`src/rtl/sub_32bit_serial_if.sv`:
```
// Operand/result handshake bundle for the sliced serial subtractor.
// The master drives operands and result acceptance; the slave is the subtractor.
interface sub_32bit_serial_if #(
   parameter int WIDTH = 32
);
   logic             in_valid;
   logic             in_ready;
   logic [WIDTH-1:0] a;
   logic [WIDTH-1:0] b;
   logic             out_valid;
   logic             out_ready;
   logic [WIDTH-1:0] diff;
   logic             borrow_out;
   logic             busy;

   modport master (
      output in_valid, a, b, out_ready,
      input  in_ready, out_valid, diff, borrow_out, busy
   );

   modport slave (
      input  in_valid, a, b, out_ready,
      output in_ready, out_valid, diff, borrow_out, busy
   );
endinterface

```
`src/rtl/sub_32bit_serial.sv`:
```
// Unsigned a - b computed one SLICE-bit slice per clock, LSB first,
// with the borrow registered between slices.
module sub_32bit_serial #(
   parameter int WIDTH = 32,
   parameter int SLICE = 8
) (
   input logic                clk,
   input logic                rst_n,
   sub_32bit_serial_if.slave  bus
);
   localparam int NSLICE = WIDTH / SLICE;
   localparam int IDXW   = (NSLICE > 1) ? $clog2(NSLICE) : 1;
   localparam logic [IDXW-1:0] LAST_IDX = IDXW'(NSLICE - 1);

   typedef enum logic [1:0] {
      IDLE = 2'd0,
      BUSY = 2'd1,
      DONE = 2'd2
   } state_t;

   state_t           state_q, state_d;
   logic [WIDTH-1:0] a_q, a_d;
   logic [WIDTH-1:0] b_q, b_d;
   logic [WIDTH-1:0] diff_q, diff_d;
   logic [IDXW-1:0]  idx_q, idx_d;
   logic             borrow_q, borrow_d;
   logic             borrow_out_q, borrow_out_d;

   logic [SLICE-1:0] a_slices [NSLICE];
   logic [SLICE-1:0] b_slices [NSLICE];
   logic [SLICE-1:0] a_sl;
   logic [SLICE-1:0] b_sl;
   logic [SLICE:0]   sl_res;

   for (genvar gi = 0; gi < NSLICE; gi++) begin : g_slice
      assign a_slices[gi] = a_q[gi*SLICE +: SLICE];
      assign b_slices[gi] = b_q[gi*SLICE +: SLICE];
   end

   assign a_sl = a_slices[idx_q];
   assign b_sl = b_slices[idx_q];
   // Extra MSB of the SLICE+1-bit difference is the borrow into the next slice.
   assign sl_res = {1'b0, a_sl} - {1'b0, b_sl} - {{SLICE{1'b0}}, borrow_q};

   always_comb begin
      state_d      = state_q;
      a_d          = a_q;
      b_d          = b_q;
      diff_d       = diff_q;
      idx_d        = idx_q;
      borrow_d     = borrow_q;
      borrow_out_d = borrow_out_q;
      case (state_q)
         IDLE: begin
            if (bus.in_valid) begin
               a_d      = bus.a;
               b_d      = bus.b;
               diff_d   = '0;
               idx_d    = '0;
               borrow_d = 1'b0;
               state_d  = BUSY;
            end
         end
         BUSY: begin
            for (int i = 0; i < NSLICE; i++) begin
               if (idx_q == IDXW'(i)) begin
                  diff_d[i*SLICE +: SLICE] = sl_res[SLICE-1:0];
               end
            end
            borrow_d = sl_res[SLICE];
            idx_d    = idx_q + IDXW'(1);
            if (idx_q == LAST_IDX) begin
               idx_d        = '0;
               borrow_out_d = sl_res[SLICE];
               state_d      = DONE;
            end
         end
         DONE: begin
            if (bus.out_ready) begin
               state_d = IDLE;
            end
         end
         default: state_d = IDLE;
      endcase
   end

   always_ff @(posedge clk or negedge rst_n) begin
      if (!rst_n) begin
         state_q      <= IDLE;
         a_q          <= '0;
         b_q          <= '0;
         diff_q       <= '0;
         idx_q        <= '0;
         borrow_q     <= 1'b0;
         borrow_out_q <= 1'b0;
      end else begin
         state_q      <= state_d;
         a_q          <= a_d;
         b_q          <= b_d;
         diff_q       <= diff_d;
         idx_q        <= idx_d;
         borrow_q     <= borrow_d;
         borrow_out_q <= borrow_out_d;
      end
   end

   assign bus.in_ready   = (state_q == IDLE);
   assign bus.busy       = (state_q == BUSY);
   assign bus.out_valid  = (state_q == DONE);
   assign bus.diff       = diff_q;
   assign bus.borrow_out = borrow_out_q;

endmodule

```
`src/flat_wrapper.sv`:
```
// flat-port wrapper written by rule: the top's interface ports become plain ports
module sub_32bit_serial_flat 
#(
   parameter int WIDTH = 32,
   parameter int SLICE = 8
)
  (clk, rst_n, bus_in_valid, bus_a, bus_b, bus_out_ready, bus_in_ready, bus_out_valid, bus_diff, bus_borrow_out, bus_busy);
  sub_32bit_serial_if #(.WIDTH(WIDTH)) bus_i ();
  input logic clk;
  input logic rst_n;
  input wire logic [$bits(bus_i.in_valid)-1:0] bus_in_valid;
  input wire logic [$bits(bus_i.a)-1:0] bus_a;
  input wire logic [$bits(bus_i.b)-1:0] bus_b;
  input wire logic [$bits(bus_i.out_ready)-1:0] bus_out_ready;
  output wire logic [$bits(bus_i.in_ready)-1:0] bus_in_ready;
  output wire logic [$bits(bus_i.out_valid)-1:0] bus_out_valid;
  output wire logic [$bits(bus_i.diff)-1:0] bus_diff;
  output wire logic [$bits(bus_i.borrow_out)-1:0] bus_borrow_out;
  output wire logic [$bits(bus_i.busy)-1:0] bus_busy;
  assign bus_i.in_valid = bus_in_valid;
  assign bus_i.a = bus_a;
  assign bus_i.b = bus_b;
  assign bus_i.out_ready = bus_out_ready;
  assign bus_in_ready = bus_i.in_ready;
  assign bus_out_valid = bus_i.out_valid;
  assign bus_diff = bus_i.diff;
  assign bus_borrow_out = bus_i.borrow_out;
  assign bus_busy = bus_i.busy;
  sub_32bit_serial #(.WIDTH(WIDTH), .SLICE(SLICE)) u_core (.clk(clk), .rst_n(rst_n), .bus(bus_i));
endmodule
```
`config.mk`:
```
export PLATFORM = sky130hd
export DESIGN_NAME = sub_32bit_serial_flat
export DESIGN_NICKNAME = d
export VERILOG_FILES = /design/src/rtl/sub_32bit_serial_if.sv /design/src/rtl/sub_32bit_serial.sv /design/src/flat_wrapper.sv
export SDC_FILE = /design/constraint.sdc
export NUM_CORES = 1
export LEC_CHECK = 0
export ABC_CLOCK_PERIOD_IN_PS = 4700
export BUFFER_PORTS_ARGS = -buffer_cell sky130_fd_sc_hd__clkbuf_2
export CORE_AREA = 2 2 130 132
export CTS_CLUSTER_DIAMETER = 40
export DETAILED_ROUTE_END_ITERATION = 6
export DIE_AREA = 0 0 132 134
export PLACE_DENSITY_LB_ADDON = 0.05
export SLEW_MARGIN = 20
export SYNTH_ARGS = -nofsm -noshare
export SYNTH_HDL_FRONTEND = slang
export SYNTH_SLANG_ARGS = --single-unit
```
`constraint.sdc`:
```
create_clock -name clk -period 4.7 [get_ports clk]
set_input_delay 0 -clock clk [delete_from_list [all_inputs] [get_ports clk]]
set_output_delay 0 -clock clk [all_outputs]
set_load 0.03 [all_outputs]
```
* Word level (Yosys, flattened, before mapping)
Index checks and enable logic that the tools add are counted.
** Storage, ports and cells
- Register bits :: 102
- Bits in latches :: 0
- Memory bits (writable) :: 0
- ROM bits :: 0
- Bits of input ports :: 68
- Output and inout bits :: 36
- Word-level logic and storage cells :: 58
- Memories :: 0
** Operators by class
- $add $sub $neg :: 3
- $mul :: 0
- Div/mod/pow operators :: 0
- Order comparisons :: 1
- Eq/ne operators :: 11
- Shift operators :: 0
- Multiplexer cells :: 21
- Bitwise gates (word level) :: 1
- Reductions and logical operators :: 11
** Operator list (number)
- $mux W8 :: 8
- $pmux W32 S2 :: 1
- $bmux W8 S2 :: 2
- $mux W32 :: 1
- $reduce_and A3 Y1 :: 5
- $mux W2 :: 5
- $sub A8 B8 Y9 :: 1
- $sub A9 B1 Y9 :: 1
- $ne A2 B1 Y1 const B :: 4
- $eq A2 B2 Y1 const B :: 3
- $pmux W2 S3 :: 1
- $reduce_and A2 Y1 :: 3
- $eq A2 B1 Y1 const B :: 2
- $logic_not A2 Y1 :: 2
- $ne A2 B2 Y1 const B :: 2
- $pmux W2 S2 :: 1
- $ge A3 B3 Y1 const B :: 1
- $not A2 Y3 :: 1
- $add A2 B1 Y2 const B :: 1
- $pmux W1 S2 :: 1
- $reduce_bool A2 Y1 :: 1
- $mux W1 :: 1

* Logic depth before layout (Yosys ltp)
Gate-level depths: netlist of the first run.
- Word-level depth :: 8
- Gate-level depth with buffers :: 12

* Least setup slack after synthesis of the first run
Ideal clock, no wire load.
- Path kind :: reg2reg
- Start :: register u_core.idx_q[0]
- End :: register u_core.diff_q[6] (netlist: u_core.bus.diff[6])
- Arrival time :: 3578 ps
- Setup slack :: 986 ps
- Cell stages (with the launch flop) :: 11
- Path buffers :: 2
- Clock period less this slack :: 3714 ps
- Cell sequence :: dfrtp_1 -> buf_6 -> buf_1 -> mux4_2 -> fa_1 -> fa_1 -> nand2b_1 -> a2111oi_0 -> nor3_1 -> o21ai_0 -> o21ai_0
** On the way
- Cells in the longest elaborated chain, start to end :: 8
- Elaborated cells on any way between the ends :: 14
- Classes of those cells :: add/sub: 2; eq/ne: 1; mux: 8; bitwise: 1; reduce/logical: 2
** RTL lines
- from (decl) :: RTL line sub_32bit_serial.sv:25 : logic [IDXW-1:0] idx_q, idx_d;
- from (signal assigned) :: RTL line sub_32bit_serial.sv:101 : idx_q <= idx_d;
- $not A2 Y3 (not written as such) :: RTL line sub_32bit_serial.sv:40, sub_32bit_serial.sv:41
- $bmux W8 S2, on equally long branches :: RTL line sub_32bit_serial.sv:40, sub_32bit_serial.sv:41
- $mux W8, on equally long branches (2 in a row) :: RTL line sub_32bit_serial.sv:40, sub_32bit_serial.sv:41
- $sub A8 B8 Y9 :: RTL line sub_32bit_serial.sv:43 : assign sl_res = {1'b0, a_sl} - {1'b0, b_sl} - {{SLICE{1'b0}}, borrow_q};
- $sub A9 B1 Y9 :: RTL line sub_32bit_serial.sv:43
- $mux W8 :: RTL line sub_32bit_serial.sv:66 : if (idx_q == IDXW'(i)) begin
- $pmux W32 S2 :: RTL line sub_32bit_serial.sv:53 : case (state_q)
- to (signal assigned) :: RTL line sub_32bit_serial.sv:100 : diff_q <= diff_d;
- to (decl) :: RTL line sub_32bit_serial.sv:24 : logic [WIDTH-1:0] diff_q, diff_d;
Several ways; a longest one is shown, not always the timed one. The select of a mux whose other input is x is not followed.
A chain may end at the register's enable or synchronous reset.

* Worst setup path after layout of the first run
- Start :: register u_core.idx_q[0]
- End :: register u_core.diff_q[30] (netlist: u_core.bus.diff[30])
The elaborated chain is that of the path after synthesis.

==> metrics list, run 1 <==
- The first global-routing pass estimated ~21 mm of wire.
- After detailed routing, the average wire length per cell comes to about 14 um.
- Detailed Place HPWL: 8.81 mm
* Final std cells w/o fill: just under 900
* Clock-pin slew of the registers on the worst-case setup and hold paths: roughly 70 ps
- Layout overhead on the synthesized area: 35.4%
* Achievable clock frequency: between 0.2 and 0.3 GHz
* Startpoint type of the worst setup path: register
- After the last flow step, the layout net total stands at between 700 and 800.
- Setup clock skew after layout: ~6.3 ps
- Worst-path fanout max: 8
- The first detailed-routing pass ran for 4 iterations.
- Global routing finished with a remaining overflow of 0.
- Number of buffers on the longest clock path: 2
- Antenna cell count: 0
* Mapped Area: 0.00477 sq mm
- Setup WS post-layout: ~880 ps
* Final Slew Violations: 0
- Routability cong.: between 0.7 and 0.8
- Synthesis produced 493 cells.
- TritonCTS built the clock tree.
* Hold WC Path Type: in2async
- Proportion of synthesized chip area in sequential cells: about 53%
- Syn. warnings: 0
* Final Hold Violating Endpoints: 0
- Initial core utilization: between 20 and 30%
- At the later pin of the worst-skew pair, clock insertion delay measures 350 ps.
* Number of global-route vias before repair: just under 4000
- Post-synthesis area per instance: 9.68 sq um
- Setup repair after global routing missed its margin: false
* Pre-CTS setup slack: between 800 and 900 ps
- At the pin with the least slew margin, the transition time is about 850 ps.
- Once detail routing completed, the nets flagged for antenna violations numbered 0.
- In the final layout, the multi-input gates occupy approximately 0.002 sq mm.
- The number of nets in the synthesized netlist is 579.
* Reported max-cap violation count: 0
- At the end of the flow the core is filled with cells to about two fifths.
- Critical setup path kind: reg2reg
- Layout filler cell count: 1684
* Run status: complete, no violations
- Cell row count: 47
- Entering global routing, the biggest net connects 68 pins.
- In this run the tightest slew margin relative to its limit is between 40% and 50%.
- Data on the critical path arrives at its endpoint at between 4000 and 5000 ps.
- For the worst setup path, the data required time is a little under 5000 ps.
* Core footprint: between 0.015 and 0.02 sq mm
- Cells with a size suffix above 1 make up a little over a fifth of the layout.
- For the final routed database, the setup TNS stands at 0 ps.
- Number of antenna violations at the first check in global routing: 0
- Counting flops and latches in the post-synthesis netlist gives ~100.
- Across every metal layer, demand over resource in global routing totals 14.9%.
- Setup violations remaining at the end of the flow were counted as 0.
- Wires add up to 12.5 mm.
- After detailed routing, the number of remaining DRC violations is 0.
- Tcrit/Tclk final: approximately four fifths
* Period minus WS final: 3820 ps
- Across all layers, the routed design uses ~3800 vias.
- Gates resized during post-CTS repair numbered 0.
- Average vias per placed instance: about 4.4
- Iteration-0 DRC count of the detailed router: roughly 210
- In this run the tool buffered the top-level ports with 103 buffer cells.
* Placed cell count: 798
- Die Ht: 134 um
- Sequential cell area: 0.00255 sq mm
- Number of I/O pins: 104
- Die width: about 130 um
- STA classifies the critical path endpoint as a register.
* CTS sink cnt: ~100
- The die covers around 0.018 sq mm.
- Total number of H-tree levels: 3
- Total CTS buffers: 9
* Clk Tree Root Cell: clkbuf_16
* Synth unique cells: 32
-- per-stage QoR --
stage	hold slack, ps	cell area [sq um]
2_1_floorplan	-296	4770
3_3_place_gp	4.99	5520
3_5_place_dp	-1.31	5520
4_1_cts	179	6460
5_1_grt	191	6460
6_report	166	6460
-- synth_stat cells --
cell type	number	area [sq um]
nand2_1	223	837
dfrtp_1	102	2550
inv_1	25	93.8
o21ai_0	25	125
clkbuf_1	18	67.6
ha_1	16	200
nor2_1	11	41.3
mux4_2	9	203
a22o_1	8	70.1
mux4_1	7	184
a21oi_1	5	25.0
and2_1	5	31.3
a221o_1	4	40.0
buf_1	4	15.0
nand2b_1	4	25.0
o31ai_1	4	30.0
xnor2_1	4	35.0
a211o_1	2	17.5
fa_1	2	40.0
nand3_1	2	10.0
o21a_1	2	15.0
a2111oi_0	1	8.76
a21oi_4	1	16.3
a2bb2oi_1	1	8.76
buf_2	1	5.00
buf_6	1	11.3
nor3_1	1	5.00
o21bai_1	1	7.51
o311ai_4	1	26.3
or2_2	1	6.26
or4_4	1	11.3
xor2_1	1	8.76
-- sequential cells by signal (all words and copies together), names as in the netlist --
name,flops
u_core.a_q,32
u_core.b_q,32
u_core.borrow_q,1
u_core.bus.borrow_out,1
u_core.bus.diff,32
u_core.idx_q,2
u_core.state_q,2
-- placed cells by master, fill, tap and decap left out, types with 3 or more instances in the layout --
cell           netlist  layout
a22o_1               8       8
inv_1               25      25
a221o_1              4       4
a21oi_1              5       5
nand2_1            223     222
mux4_2               9       9
dfrtp_1            102     102
o21ai_0             25      25
xnor2_1              4       4
clkbuf_16            0       9
clkbuf_2             0     102
dlygate4sd3_1        0      66
buf_4                0       7
nor2_1              11      11
and2_1               5       4
clkbuf_8             0       3
mux4_1               7       7
o31ai_1              4       4
ha_1                16      16
nand2b_1             4       4
-- critical path: stages, from the launching register on --
cell       delay, ps
dfrtp_1          540
buf_4            260
mux4_1           340
inv_1             60
fa_1             440
fa_1             440
nand2b_1         190
a2111oi_0        770
nor3_1           100
o21ai_0          380
o21ai_0          140
-- cells by family after synthesis --
group	after synthesis	synth area share (%)
AOI/OAI and AO/OA	55	8.18
and+or+nand+nor	248	20.3
muxes	16	8.10
buffers and inverters	49	4.04
DFF	102	53.5
adders and majority gates	18	5.03
xor gates and xnor gates	5	0.917
-- metal layers --
layer	wire [um]	vias up	track usage (%)	part of all wire, %
met5	0	-	0	0
met4	102	0	3.38	0.82
met3	587	5	4.31	4.7
met2	6000	85	24.7	48
met1	5780	1811	19.5	46
li1	-	1931	-	-
-- layout make-up --
| type | count | area share [%] |
|---|---|---|
| sequential | 102 | 39.5 |
| multi-input combinational | 342 | 31.4 |
| timing repair buffer | 175 | 18.9 |
| tap | 220 | 4.26 |
| clock buffer | 13 | 4.18 |
| inverter | 25 | 1.45 |
| clock inverter | 3 | 0.271 |
-- worst paths after layout --
kind | start | endpoint | slack (ps) | cells past startpoint
max | u_core.idx_q[0]$_DFFE_PN0P_ | u_core.bus.diff[30]$_DFFE_PN0P_ | 880 | 10
min | rst_n | u_core.bus.diff[29]$_DFFE_PN0P_ | 170 | 2
max reg2reg | u_core.idx_q[0]$_DFFE_PN0P_ | u_core.bus.diff[30]$_DFFE_PN0P_ | 880 | 10
min reg2reg | u_core.b_q[16]$_DFFE_PN0P_ | u_core.b_q[16]$_DFFE_PN0P_ | 470 | 2
max in group asynchronous | rst_n | u_core.a_q[27]$_DFFE_PN0P_ | 3290 | 3
min in group clk | bus_in_valid | u_core.a_q[31]$_DFFE_PN0P_ | 300 | 4
-- timing repair --
item / in CTS / in global routing
setup buffers: 0 / 0
hold endpoints to repair: 101 / 0
hold buffers: 66 / 0
Power of run 1 is not shown: default switching activity piles up to over one toggle a cycle in this logic, so the estimate is an artifact.
==> inputs of run 2 (changes only) <==
Settings changed: ABC_CLOCK_PERIOD_IN_PS 4700 to 3150.
Clock period 4.7 ns to 3.15 ns, I/O delays scaled along.
==> run 2 against run 1 <==
- setup slack got worse by 690 ps
- clock skew rose by 0.80 ps
- cell count rose by 0.80%
- hold slack improved by 57 ps
- global-route usage rose by 0.16 points
- critical path type unchanged
- sequential share of layout area fell by 0.97 points
==> metrics list, run 2 (synthesis results as in run 1) <==
- Area of the die: 0.0177 sq mm (unchanged)
- Layout overhead on the synthesized area: 38.9% (was 35.4%)
* Worst-path fanout max: 4 (was 8)
- Period minus WS final: 2970 ps (was 3820 ps)
- The overall global routing resource usage was 15.1% (was 14.9%).
- The transition time of the tightest slew-check pin was 893 ps (was 849 ps).
- The area taken by flip-flops and latches is 0.00255 sq mm (about the same).
* Element type at the critical path end: register (unchanged)
- The last weighted congestion value of the routability-driven placer is 0.740 (was 0.766).
- The average wire length per cell after detail routing came to 14.1 um (was 14.2 um).
- Tcrit/Tclk final: 94.2% (was 81.3%)
- The remaining number of nets flagged by the antenna check after routing was 0 (unchanged).
- The via count of the first global-routing pass came to 4015 (was 3917).
- The TritonCTS clock tree was built (unchanged).
- Iteration-0 DRC count of the detailed router: 133 (was 208)
- The path type of the worst setup path was reg2reg (unchanged).
* Initial core utilization: 29.3% (unchanged)
* CTS sink cnt: 102 (unchanged)
- The antenna diode count came to 0 (unchanged).
- The critical path required time is 3410 ps (was 4890 ps).
- The number of placement rows came to 47 (unchanged).
* Critical Path AT: 3230 ps (was 4010 ps)
- Combined area of the multi-input logic cells: 0.00207 sq mm (was 0.00203 sq mm)
- Run status: complete, no violations (unchanged)
- The initial antenna violation count was 0 (unchanged).
- The setup violation total in the final timing report came to 0 (unchanged).
- Residual overflow from global routing: 0 (unchanged)
- The final layout net count came to 748 (was 741).
* TNS Setup: 0 ps (unchanged)
- Setup clock skew after layout: 7.09 ps (was 6.29 ps)
* Final Slew Violations: 0 (unchanged)
- Achievable clock frequency: 0.337 GHz (was 0.262 GHz)
- Number of buffers on the longest clock path: 2 (unchanged)
* Wirelength, routed: 12.5 mm (about the same)
- Core footprint: 0.0163 sq mm (unchanged)
- Total CTS buffers: 9 (unchanged)
- The HPWL after detailed placement came to 8.92 mm (was 8.81 mm).
- Most used cells in the layout excluding fill and tap cells: nand2_1 (222), clkbuf_2 (102), dfrtp_1 (101) (was nand2_1 (222), clkbuf_2 (102), dfrtp_1 (102)).
- The number of primary I/O pins came to 104 (unchanged).
- The layout cell share with drive strength beyond 1 was 22.9% (was 21.1%).
- Vias after detailed routing: 3858 (was 3832)
- Die width: 132 um (unchanged)
* Clock-pin slew of the registers on the worst-case setup and hold paths: 70 ps (about the same)
- Clk Tree Root Cell: clkbuf_16 (unchanged)
* Number of input and output port buffers inserted: 103 (unchanged)
* Final Hold Violating Endpoints: 0 (unchanged)
- The global-route wire length before repair is 20.9 mm (was 20.6 mm).
* Length of the first detailed-routing pass in iterations: 4 (unchanged)
- Maximum number of pins on one net before global-route repair: 66 (was 68)
- The number of remaining DRC errors came to 0 (unchanged).
- Startpoint type of the worst setup path: register (unchanged)
- The overall die height was 134 um (unchanged).
* Reported max-cap violation count: 0 (unchanged)
- Max-Slew Margin vs Limit: 40.2% (was 41.9%)
- The class of the most critical hold timing path is in2async (unchanged).
* Layout filler cell count: 1651 (was 1684)
* Average vias per placed instance: 4.35 (about the same)
- The commonest non-fill, non-tap cell in the layout was nand2_1 (unchanged).
- The clock latency of the later-clocked register in the worst-skew pair is 350 ps (about the same).
- Total number of H-tree levels: 3 (unchanged)
## run 2: cell count changes in the layout (fill, tap and decap cells not counted), sizes merged
cell,delta
bufinv,+2
buf,+7
clkbuf,-2
## run 2: repair_timing
action,in CTS,in global routing
hold buffers,66,0
resized for setup,0,6
setup buffers,0,1
hold endpoints to repair,116,0
setup endpoints to repair,0,10
## run 2: per-layer routing
metal,vias to the layer above,global-route usage [%],routed length (um)
met4,0,3.68,124
met2,81,25.5,6020
met1,1828,19.2,5850
met3,9,4.31,542
li1,1940,-,-
met5,-,0,0
## run 2: through the flow
step	worst slack (ps)	cell area (sq um)	hold slack (ps)	utilization (%)	std cells
CTS	44.8	6600	253	40.5	886
global placement	94.5	5610	76.3	34.4	804
finish	184	6630	223	40.7	887
global route	-1.66	6630	275	40.7	887
detailed placement	54.9	5610	94.4	34.4	804
floorplan	4.92	4800	-296	-	493
## run 2: worst max-delay path, cell delays in order (launching register included)
cell	delay (ps)
dfrtp_2	430
mux4_2	520
fa_1	420
fa_1	430
nand2b_1	210
a2111oi_4	380
o31ai_2	130
xor2_1	160
o21ai_0	180
## run 2: final cells by class
class | instances | area share (%)
multi-input cells | 342 | 31.2
clock inverters | 5 | 1.23
well taps | 220 | 4.15
repair buffers | 182 | 19.7
inverters | 25 | 1.42
flip-flops and latches | 102 | 38.5
clock buffers | 11 | 3.81
## run 2: path summary, 6_finish.rpt
kind | startpoint | to | slack, ps | cells after the start
setup / recovery | u_core.idx_q[0]$_DFFE_PN0P_ | u_core.borrow_q$_DFFE_PN0P_ | 180 | 8
hold / removal | rst_n | u_core.bus.diff[29]$_DFFE_PN0P_ | 220 | 2
setup reg to reg | u_core.idx_q[0]$_DFFE_PN0P_ | u_core.borrow_q$_DFFE_PN0P_ | 180 | 8
hold reg to reg | u_core.a_q[28]$_DFFE_PN0P_ | u_core.a_q[28]$_DFFE_PN0P_ | 470 | 2
max in group asynchronous | rst_n | u_core.idx_q[0]$_DFFE_PN0P_ | 2190 | 3
min in group clk | bus_in_valid | u_core.bus.diff[3]$_DFFE_PN0P_ | 340 | 5
Power of run 2 is left out for the same reason.
